===== src/rtl/llc_fwd_seq.sv =====
// LLC forward-message sequencer: serialises one command per L2 target.
// Optional LLC_FWD_SEQ_STATS_EN adds fwd_sent_cnt / fwd_stall_cnt.
module llc_fwd_seq #(
    parameter int N_L2      = 16,
    parameter int ID_BITS   = 4,
    parameter int ADDR_BITS = 28,
    parameter int MSG_BITS  = 3
) (
    input  logic                 clk,
    input  logic                 rst,
    input  logic                 cmd_valid,
    output logic                 cmd_ready,
    input  logic [MSG_BITS-1:0]  cmd_coh_msg,
    input  logic [ADDR_BITS-1:0] cmd_addr,
    input  logic [ID_BITS-1:0]   cmd_req_id,
    input  logic [ID_BITS-1:0]   cmd_dest_id,
    input  logic [N_L2-1:0]      cmd_sharers,
    output logic                 fwd_out_valid,
    input  logic                 fwd_out_ready,
    output logic [MSG_BITS-1:0]  fwd_out_coh_msg,
    output logic [ADDR_BITS-1:0] fwd_out_addr,
    output logic [ID_BITS-1:0]   fwd_out_req_id,
    output logic [ID_BITS-1:0]   fwd_out_dest_id,
`ifdef LLC_FWD_SEQ_STATS_EN
    output logic [15:0]          fwd_sent_cnt,
    output logic [15:0]          fwd_stall_cnt,
`endif
    output logic                 done,
    output logic [ID_BITS:0]     inv_cnt
);

    localparam logic [MSG_BITS-1:0] FWD_GETS    = MSG_BITS'(0);
    localparam logic [MSG_BITS-1:0] FWD_GETM    = MSG_BITS'(1);
    localparam logic [MSG_BITS-1:0] FWD_INV     = MSG_BITS'(2);
    localparam logic [MSG_BITS-1:0] FWD_PUTACK  = MSG_BITS'(3);
    localparam logic [MSG_BITS-1:0] FWD_INV_LLC = MSG_BITS'(4);

    typedef enum logic [1:0] {
        IDLE,
        SEND,
        DONE
    } state_t;

    state_t              state;
    logic [N_L2-1:0]     rem;
    logic [ID_BITS:0]    cnt;

    logic [N_L2-1:0]     acc_rem;
    logic [N_L2-1:0]     rem_nxt;
    logic [ID_BITS:0]    cnt_nxt;
    logic                hs;

    function automatic logic is_inv(input logic [MSG_BITS-1:0] m);
        return (m == FWD_INV) || (m == FWD_INV_LLC);
    endfunction

    function automatic logic [N_L2-1:0] bit_of(input logic [ID_BITS-1:0] id);
        bit_of = '0;
        for (int i = 0; i < N_L2; i++) begin
            if (ID_BITS'(i) == id) bit_of[i] = 1'b1;
        end
    endfunction

    function automatic logic [ID_BITS-1:0] low_idx(input logic [N_L2-1:0] m);
        low_idx = '0;
        for (int i = N_L2 - 1; i >= 0; i--) begin
            if (m[i]) low_idx = ID_BITS'(i);
        end
    endfunction

    // Target set for a new command and the post-handshake bookkeeping.
    always_comb begin
        acc_rem = '0;
        if (is_inv(cmd_coh_msg)) begin
            acc_rem = cmd_sharers & ~bit_of(cmd_req_id);
        end else begin
            acc_rem = bit_of(cmd_dest_id);
        end
        hs      = fwd_out_valid && fwd_out_ready;
        rem_nxt = rem & ~bit_of(fwd_out_dest_id);
        cnt_nxt = cnt;
        if (is_inv(fwd_out_coh_msg)) cnt_nxt = cnt + (ID_BITS+1)'(1);
    end

    // Sequencer FSM with registered outputs.
    always_ff @(posedge clk or negedge rst) begin
        if (!rst) begin
            state           <= IDLE;
            cmd_ready       <= 1'b0;
            fwd_out_valid   <= 1'b0;
            fwd_out_coh_msg <= '0;
            fwd_out_addr    <= '0;
            fwd_out_req_id  <= '0;
            fwd_out_dest_id <= '0;
            done            <= 1'b0;
            inv_cnt         <= '0;
            rem             <= '0;
            cnt             <= '0;
        end else begin
            done <= 1'b0;
            unique case (state)
                IDLE: begin
                    cmd_ready <= 1'b1;
                    if (cmd_valid && cmd_ready) begin
                        cmd_ready       <= 1'b0;
                        fwd_out_coh_msg <= cmd_coh_msg;
                        fwd_out_addr    <= cmd_addr;
                        fwd_out_req_id  <= cmd_req_id;
                        rem             <= acc_rem;
                        cnt             <= '0;
                        if (acc_rem != '0) begin
                            state           <= SEND;
                            fwd_out_valid   <= 1'b1;
                            fwd_out_dest_id <= low_idx(acc_rem);
                        end else begin
                            state   <= DONE;
                            done    <= 1'b1;
                            inv_cnt <= '0;
                        end
                    end
                end
                SEND: begin
                    if (hs) begin
                        rem <= rem_nxt;
                        cnt <= cnt_nxt;
                        if (rem_nxt == '0) begin
                            fwd_out_valid <= 1'b0;
                            state         <= DONE;
                            done          <= 1'b1;
                            inv_cnt       <= cnt_nxt;
                        end else begin
                            fwd_out_dest_id <= low_idx(rem_nxt);
                        end
                    end
                end
                DONE: begin
                    state     <= IDLE;
                    cmd_ready <= 1'b1;
                end
                default: state <= IDLE;
            endcase
        end
    end

`ifdef LLC_FWD_SEQ_STATS_EN
    // Saturating handshake and stall counters.
    always_ff @(posedge clk or negedge rst) begin
        if (!rst) begin
            fwd_sent_cnt  <= '0;
            fwd_stall_cnt <= '0;
        end else begin
            if (hs && fwd_sent_cnt != 16'hFFFF) begin
                fwd_sent_cnt <= fwd_sent_cnt + 16'd1;
            end
            if (fwd_out_valid && !fwd_out_ready &&
                fwd_stall_cnt != 16'hFFFF) begin
                fwd_stall_cnt <= fwd_stall_cnt + 16'd1;
            end
        end
    end
`endif

endmodule


===== config.mk =====
export PLATFORM = sky130hd
export DESIGN_NAME = llc_fwd_seq
export DESIGN_NICKNAME = d
export VERILOG_FILES = /design/src/rtl/llc_fwd_seq.sv
export SDC_FILE = /design/constraint.sdc
export NUM_CORES = 1
export LEC_CHECK = 0
export CAP_MARGIN = 5
export CORE_MARGIN = 1
export CORE_UTILIZATION = 50
export DETAILED_ROUTE_END_ITERATION = 10
export PLACE_DENSITY = 0.77
export SLEW_MARGIN = 30
export SYNTH_ARGS = -nofsm -noshare
export SYNTH_HDL_FRONTEND = slang
export SYNTH_SLANG_ARGS = --single-unit

===== constraint.sdc =====
create_clock -name clk -period 2.47 [get_ports clk]
set_input_delay 0.247 -clock clk [delete_from_list [all_inputs] [get_ports clk]]
set_output_delay 0.247 -clock clk [all_outputs]
set_load 0.01 [all_outputs]

; ---- After elaboration in Yosys (flattened, before gate mapping)
; Index checks and enable logic that the tools add are counted.
[totals]
word_cells = 222
output_inout_bits = 47
in_bits = 59
register_bits = 70
[op_classes]
n_bitwise = 4
eq_ne = 57
n_addsub = 1
n_reduce_logical = 18
mux = 131
[op_table]
columns = cell, count
row1 = $mux 4, 36
row2 = $eq 4x4->1 const A, 24
row3 = $mux 1, 73
row4 = $eq 3x4->1 const A, 12
row5 = $mux 16, 3
row6 = $mux 5, 7
row7 = $and 16x16->16, 2
row8 = $not 16->16, 2
row9 = $pmux 16 s2, 1
row10 = $eq 2x4->1 const A, 6
row11 = $pmux 5 s2, 2
row12 = $logic_not 16->1, 1
row13 = $reduce_bool 16->1, 1
row14 = $reduce_and 5->1, 3
row15 = $eq 1x4->1 const A, 3
row16 = $logic_not 4->1, 3
row17 = $ne 2x2->1 const B, 6
row18 = $mux 2, 4
row19 = $pmux 4 s2, 1
row20 = $eq 3x2->1 const B, 2
row21 = $eq 3x3->1 const B, 2
row22 = $pmux 1 s2, 3
row23 = $reduce_and 3->1, 2
row24 = $add 5x1->5 const B, 1
row25 = other kinds (8), 11

; ---- Logic depth before layout (Yosys ltp)
; Gate-level depths: netlist of the first run.
[logic_depth]
depth_word = 25
mapped_depth = 10

; ---- Worst setup path before layout of the first run
; Ideal clock, no wire load.
[synth_timing]
path_kind = flip-flop to flip-flop
start = register fwd_out_dest_id[0]
end = register inv_cnt[0]
synth_period_minus_slack_ns = 2.343
t_arrival_ns = 2.218
path_stages_with_launch = 9
path_slack_ns = 0.127
setup_ns = 0.125
cell_sequence = dfrtp_1 buf_6 mux2_4 o32a_1 nor4_4 nand2_2 a21oi_2 o21ai_4 mux2_4
[synth_between]
elab_chain_len = 7
elab_cells_between_ends = 37
classes_between = eq/ne (16) / mux (16) / bitwise (2) / reduce/logical (3)
[synth_rtl]
columns = element, line
row1 = from (decl), 23  ; output logic [ID_BITS-1:0] fwd_out_dest_id,
row2 = from (signal assigned), 114  ; fwd_out_dest_id <= low_idx(acc_rem);
row3 = from (signal assigned), 132  ; fwd_out_dest_id <= low_idx(rem_nxt);
row4 = "$eq 1x4->1, or another cell as far along", 60  ; if (ID_BITS'(i) == id) bit_of[i] = 1'b1;
row5 = $mux 1, 60
row6 = $not 16->16 (*), 80  ; rem_nxt = rem & ~bit_of(fwd_out_dest_id);
row7 = $and 16x16->16 (*), 80
row8 = $logic_not 16->1 (*), 126  ; if (rem_nxt == '0) begin
row9 = $ne 2x2->1 (no source line) (*), -
row10 = $reduce_and 5->1 (no source line) (*), -
row11 = to (signal assigned), 130  ; inv_cnt <= cnt_nxt;
row12 = to (decl), 29  ; output logic [ID_BITS:0] inv_cnt
; Every way passes the cells marked *; elsewhere a longest branch is shown, timed or not.
; A chain may end at the register's enable or synchronous reset.

; ---- Worst setup path in the final report of the first run
[layout_timing]
start = register fwd_out_dest_id[0]
end = register fwd_out_dest_id[3]
[layout_between]
elab_chain_len = 23
elab_cells_between_ends = 56
classes_between = eq/ne (16) / mux (35) / bitwise (2) / reduce/logical (3)
[layout_rtl]
columns = element, line
row1 = $eq 4x4->1, 60
row2 = $mux 1, 60
row3 = $not 16->16 (*), 80
row4 = $and 16x16->16 (*), 80
row5 = $mux 4 (16 in series), 67  ; if (m[i]) low_idx = ID_BITS'(i);
row6 = $mux 4, 126
row7 = $mux 4, 123  ; if (hs) begin
row8 = $pmux 4 s2, 101  ; unique case (state)
; Every way passes the cells marked *; elsewhere a longest branch is shown, timed or not. The select of a mux whose other input is x is not followed.

==> results.sh, run 1 <==
export IMPL_place_ws_ps=-520
export IMPL_grt_pass1_vias=4553
export IMPL_synth_yosys_seq_area_share_pct=39.3
export IMPL_drtAntennaViolNets=0
export IMPL_antennaDiodeCount=0
export IMPL_vias=4780
export IMPL_syn_to_final_growth_pct=47.2
export IMPL_slew_headroom_pct=53.0
export IMPL_finalNonFillerCells=826
export IMPL_seq_power_share_pct=43.7
export IMPL_wirelength_um=13800
export IMPL_powerDensity_mw_per_mm2=400
export IMPL_first_pass_iters=5
export IMPL_crit_arrival_ps=2670
export IMPL_drive_gt1_share_pct=21.9
export IMPL_row_count=34
export IMPL_initial_core_util_pct=51.3
export IMPL_coreArea_mm2=0.00868
export IMPL_drtIter0Drc=271
export IMPL_synth_xor_area_share_pct=1.71
export IMPL_dieArea_mm2=0.00929
export IMPL_p_total_uw=2620
export IMPL_finalWorstSetupSlack_ps=14.0
export IMPL_synthSimpleGateAreaFrac_pct=21.6
export IMPL_grt_overflow_total=0
export IMPL_rsz0062_at_grt="true"
export IMPL_fin_crit_sh_pct=99.4
export IMPL_cts_max_level=3
export IMPL_max_cap_violations=0
export IMPL_dp_hpwl_um=10000
export IMPL_routedWlPerCell_um=16.7
export IMPL_syn_cell_area_mm2=0.00446
export IMPL_min_period_ps=2460
export IMPL_fin_util_pct=75.6
export IMPL_cts_buffers=9
export IMPL_clk_pin_slew_worst_paths_ps=80
export IMPL_synth_top_family_by_area="compound AO/OA/AOI/OAI gates"
export IMPL_worstMarginPinSlew_ps=704
export IMPL_grt_max_degree=43
export IMPL_async_flop_share_pct=100
export IMPL_finalSetupViolations=0
export IMPL_fin_skew_ps=12.0
export IMPL_cts_root_buf="clkbuf_8"
export IMPL_fmax_ghz=0.407
export IMPL_die_width_um=96.4
export IMPL_power_share_switching_pct=25.9
export IMPL_via_per_inst=5.79
export IMPL_clk_path_buf_depth=2
export IMPL_grt_use_total_pct=30.4
export IMPL_hold_path_class="input port to register"
export IMPL_die_y_um=96.4
export IMPL_placedCellCount=806
export IMPL_end_kind="register"
export IMPL_internal_power_uw=1940
export IMPL_cts_tree="done"
export IMPL_synth_adder_area_share_pct=0.281
export IMPL_drcViolationCount=0
export IMPL_synth_distinct_cells=75
export IMPL_status="finished, final reports clean"
export IMPL_cp_required_ps=2690
export IMPL_p_leak_uw=0.00301
export IMPL_yosysWarnings=0
export IMPL_antenna_found_initial=0
export IMPL_start_kind="register"
export IMPL_worstSkewPairLatency_ps=340
export IMPL_ios=106
export IMPL_synth_edf_count=0
export IMPL_num_nets_final=773
export IMPL_peakVddDrop_uv=362
export IMPL_netlist_instances=536
export IMPL_setup_tns_ps=0
export IMPL_place_congestion=0.951
export IMPL_port_buffers=105
export IMPL_pwr_share_clk_pct=40.2
export IMPL_synth_compound_area_share_pct=25.8
export IMPL_drv_slew=0
export IMPL_synth_ff_type="dfrtp_1"
export IMPL_ys_ff_latch=70
export IMPL_syn_avg_cell_area_um2=8.31
export IMPL_p_sw_uw=678
export IMPL_p_comb_share_pct=16.1
export IMPL_numClockSinks=70
export IMPL_crit_type="register to register"
export IMPL_path_max_fanout=4
export IMPL_grt_pass1_wl_um=21700
export IMPL_synth_fp_nets=596
export IMPL_hold_violations=0
export IMPL_synthMuxAreaShare_pct=6.80
[critical path, cell delays in order, from the launching register on]
cell,delay (ps)
dfrtp_2,460
mux2_4,310
o32a_1,340
nor4_4,390
nand2_2,130
buf_4,170
o21bai_4,170
mux2_1,350
[final timing paths]
kind | end | from | cells after the start | slack [ps]
setup / recovery | fwd_out_dest_id[3] | fwd_out_dest_id[0] | 7 | 10
hold / removal | fwd_out_coh_msg[1] | cmd_coh_msg[1] | 3 | 290
setup reg to reg | fwd_out_dest_id[3] | fwd_out_dest_id[0] | 7 | 10
hold reg to reg | fwd_out_addr[23] | fwd_out_addr[23] | 2 | 480
max in group asynchronous | fwd_out_dest_id[3] | rst | 3 | 1280
min in group asynchronous | inv_cnt[0] | rst | 2 | 500
[layout make-up]
cell class / count / area (um^2)
timing repair buffer: 200 / 1800
tap: 108 / 135
clock inverter: 6 / 92.6
clock buffer: 10 / 128
multi-input combinational: 420 / 2610
sequential: 70 / 1760
fill: 630 / 2120
inverter: 12 / 45.0
[registers in the layout, indices dropped and copies added (netlist names)]
signal           flops
cmd_ready            1
cnt                  5
done                 1
fwd_out_addr        28
fwd_out_coh_msg      3
fwd_out_dest_id      4
fwd_out_req_id       4
fwd_out_valid        1
inv_cnt              5
rem                 16
state                2
[routing by layer]
metal  global-route usage, %  vias to the layer above  share of wire (%)
met5                       0                        -                  0
met4                    8.95                        0                1.4
met3                    6.81                       23                8.1
met2                    49.6                      229                 48
met1                    40.6                     2260                 43
li1                        -                     2268                  -
[placed cells by master (no fill, tap or decap), types with 4 or more instances in the layout]
cell and n:
nand2b_1 7, mux2i_1 9, or2_2 4, nand2_1 140, nor2b_1 10, dfrtp_1 67, o32a_1 4, buf_4 90
o21ai_0 50, clkbuf_8 9, nand3_1 6, o2111ai_1 8, clkdlybuf4s50_1 99, nor2_1 30, a31oi_1 16, mux2_2 5
mux2_4 7, inv_1 12, mux2_1 4, a21oi_1 31
[through the flow]
step | hold slack (ps) | instance area (um^2)
finish | 292 | 6560
global route | 332 | 6560
CTS | 417 | 6490
detailed placement | 330 | 6190
global placement | 307 | 6190
floorplan | -48.6 | 4460
[cells in the mapped netlist, types with 4 or more instances]
cell | count | area (um^2)
o2111ai_1 | 8 | 70.1
nand2b_1 | 7 | 43.8
o21ai_0 | 51 | 255
mux2_2 | 5 | 56.3
o32ai_1 | 4 | 35.0
a2111oi_0 | 4 | 35.0
or2_2 | 4 | 25.0
dfrtp_1 | 70 | 1750
buf_2 | 6 | 30.0
nand2_1 | 140 | 526
mux2_1 | 5 | 56.3
nor2_1 | 31 | 116
mux2_4 | 6 | 90.1
inv_1 | 12 | 45.0
a21oi_1 | 31 | 155
o32a_1 | 4 | 40.0
nand3_1 | 6 | 30.0
clkbuf_1 | 24 | 90.1
nor2b_1 | 11 | 68.8
mux2i_1 | 10 | 100
a31oi_1 | 19 | 119
[kinds of logic (layout without fill, tap and decap cells)]
| family | count (synthesis) | in the layout |
|---|---|---|
| xor gates and xnor gates | 7 | 7 |
| adders and majority gates | 1 | 1 |
| and+or+nand+nor | 219 | 219 |
| AOI/OAI and AO/OA | 167 | 167 |
| buffers and inverters | 46 | 228 |
| muxes | 26 | 26 |
| DFF | 70 | 70 |
[timing repair]
item / CTS / global route
hold buffers: 1 / 0
endpoints found under the setup margin: 9 / 9
gates resized for setup: 13 / 16
pin swaps: 5 / 5
buffers inserted: 2 / 1
hold endpoints to repair: 28 / 0
[power groups by stage]
stage / combinational, uW / clock (uW) / sequential [uW]
2_1_floorplan: 142 / 0 / 1170
3_3_place_gp: 385 / 0 / 1170
3_5_place_dp: 391 / 0 / 1170
4_1_cts: 410 / 1060 / 1140
5_1_grt: 455 / 1120 / 1140
6_report: 423 / 1050 / 1140
(Power assumes the default switching activity.)
==> run 2: changes to the inputs <==
Settings changed: CTS_CLUSTER_DIAMETER from default to 100.
==> results of run 2 <==
Same layout as run 1: the final DEF is identical, and so are final timing and power.
==> run 3: changes to the inputs <==
Settings changed: CORE_UTILIZATION 50 to 47, PLACE_DENSITY 0.77 to 0.73.
==> results.sh, run 3 (synthesis results as in run 1) <==
export IMPL_top_usage_layer="met2"
export IMPL_antenna_found_initial=0
export IMPL_rsz0062_at_grt="true"
export IMPL_start_kind="register"
export IMPL_via_per_inst=5.70
export IMPL_slew_headroom_pct=57.3
export IMPL_use_met2_pct=46.8
export IMPL_fmax_ghz=0.406
export IMPL_wirelength_um=14000
export IMPL_hold_buffers=0
export IMPL_fin_util_pct=70.3
export IMPL_drtIter0Drc=314
export IMPL_port_buffers=105
export IMPL_num_nets_final=768
export IMPL_min_period_ps=2460
export IMPL_violations="negative hold slack"
export IMPL_hold_violations=26
export IMPL_syn_to_final_growth_pct=45.0
export IMPL_antennaDiodeCount=0
export IMPL_drtAntennaViolNets=0
export IMPL_ios=106
export IMPL_grt_pass1_wl_um=22600
export IMPL_grt_overflow_total=0
export IMPL_final_cell_mix="nand2_1, clkdlybuf4s50_1, buf_4"
export IMPL_grt_max_degree=71
export IMPL_routedWlPerCell_um=17.0
export IMPL_drcViolationCount=0
export IMPL_die_width_um=99.4
export IMPL_crit_buf_inv=1
export IMPL_largest_reg_flops=28
export IMPL_initial_core_util_pct=48.4
export IMPL_end_kind="register"
export IMPL_fin_crit_sh_pct=99.8
export IMPL_worstPathCellList="mux2_4 > o32a_1 > nor4_4 > nand2_2 > buf_4 > o21bai_4 > mux2_1"
export IMPL_cpLargestDelayFamily="multiplexers"
export IMPL_finalNonFillerCells=824
export IMPL_cts_root_buf="clkbuf_8"
export IMPL_p_leak_uw=0.00297
export IMPL_fin_skew_ps=11.8
export IMPL_hold_path_class="input port to asynchronous set/reset pin"
export IMPL_cpPeakStageDelay_ps=490
export IMPL_clk_path_buf_depth=2
export IMPL_cp_required_ps=2710
export IMPL_grt_use_total_pct=28.9
export IMPL_die_y_um=99.4
export IMPL_drive_gt1_share_pct=21.9
export IMPL_regMostFlops="fwd_out_addr"
export IMPL_cts_tree="done"
export IMPL_dp_hpwl_um=10300
export IMPL_vias=4696
export IMPL_place_congestion=0.917
export IMPL_first_pass_iters=5
export IMPL_dieArea_mm2=0.00987
export IMPL_grt_pass1_vias=4617
export IMPL_worstMarginPinSlew_ps=639
export IMPL_crit_arrival_ps=2700
export IMPL_final_common_cell="nand2_1"
export IMPL_clk_pin_slew_worst_paths_ps=90
export IMPL_fin_area_mm2=0.00646
export IMPL_row_count=35
export IMPL_finalSetupViolations=0
export IMPL_path_max_fanout=5
export IMPL_cts_max_level=3
export IMPL_crit_type="register to register"
export IMPL_max_cap_violations=0
export IMPL_peakVddDrop_uv=264
export IMPL_placedCellCount=804
export IMPL_worstSkewPairLatency_ps=360
export IMPL_powerDensity_mw_per_mm2=380
export IMPL_placed_area_mm2=0.00615
export IMPL_met3_usage_pct=5.97
export IMPL_top_regs="fwd_out_addr: 28 flops, rem: 16 flops"
export IMPL_status="finished, violations left"
export IMPL_coreArea_mm2=0.00920
export IMPL_setup_tns_ps=0
export IMPL_hold_ws_ps=-18.2
export IMPL_drv_slew=0
export IMPL_cts_buffers=9
export IMPL_grt_use_met1_pct=38.6
export IMPL_numClockSinks=70
export IMPL_critPathSlowestCell="dfrtp_2"
run 3: layout make-up:
cell class	count	area, um^2
tap	111	139
sequential	70	1760
clock buffer	9	124
clock inverter	7	63.8
multi-input combinational	420	2590
inverter	12	45.0
timing repair buffer	195	1740
fill	747	2740
run 3: report_power, final:
| part | switching [uW] | internal [uW] | total (uW) |
|---|---|---|---|
| registers | 0 | 1140 | 1140 |
| clock network | 506 | 387 | 893 |
| logic | 199 | 217 | 415 |
run 3: final timing paths:
path                                          from                 end  slack, ps  cells after the start
worst max-delay path            fwd_out_dest_id[0]  fwd_out_dest_id[0]          6                      7
worst min-delay path                           rst          inv_cnt[2]        -20                      2
worst max register to register  fwd_out_dest_id[0]  fwd_out_dest_id[0]          6                      7
worst min register to register     fwd_out_addr[9]     fwd_out_addr[9]        480                      2
max in group asynchronous                      rst  fwd_out_dest_id[3]       2010                      2
min in group clk                      cmd_addr[19]    fwd_out_addr[19]        400                      3
run 3: metal layers:
metal / vias to the layer above / wire length (um)
met3: 19 / 1040
met2: 195 / 6640
met5: - / 0
met1: 2231 / 6130
li1: 2251 / -
met4: 0 / 223
run 3: timing repair:
action	in CTS	in global routing
setup endpoints to repair	9	9
endpoints found under the hold margin	0	0
resized for setup	17	9
buffers inserted	2	2
pin swaps	5	3
run 3: stage by stage:
stage	power (uW)	worst slack [ps]
3_5_place_dp	1550	-494
6_report	2450	5.71
4_1_cts	2460	25.1
5_1_grt	2540	-41.8
2_1_floorplan	1310	127
3_3_place_gp	1550	-428
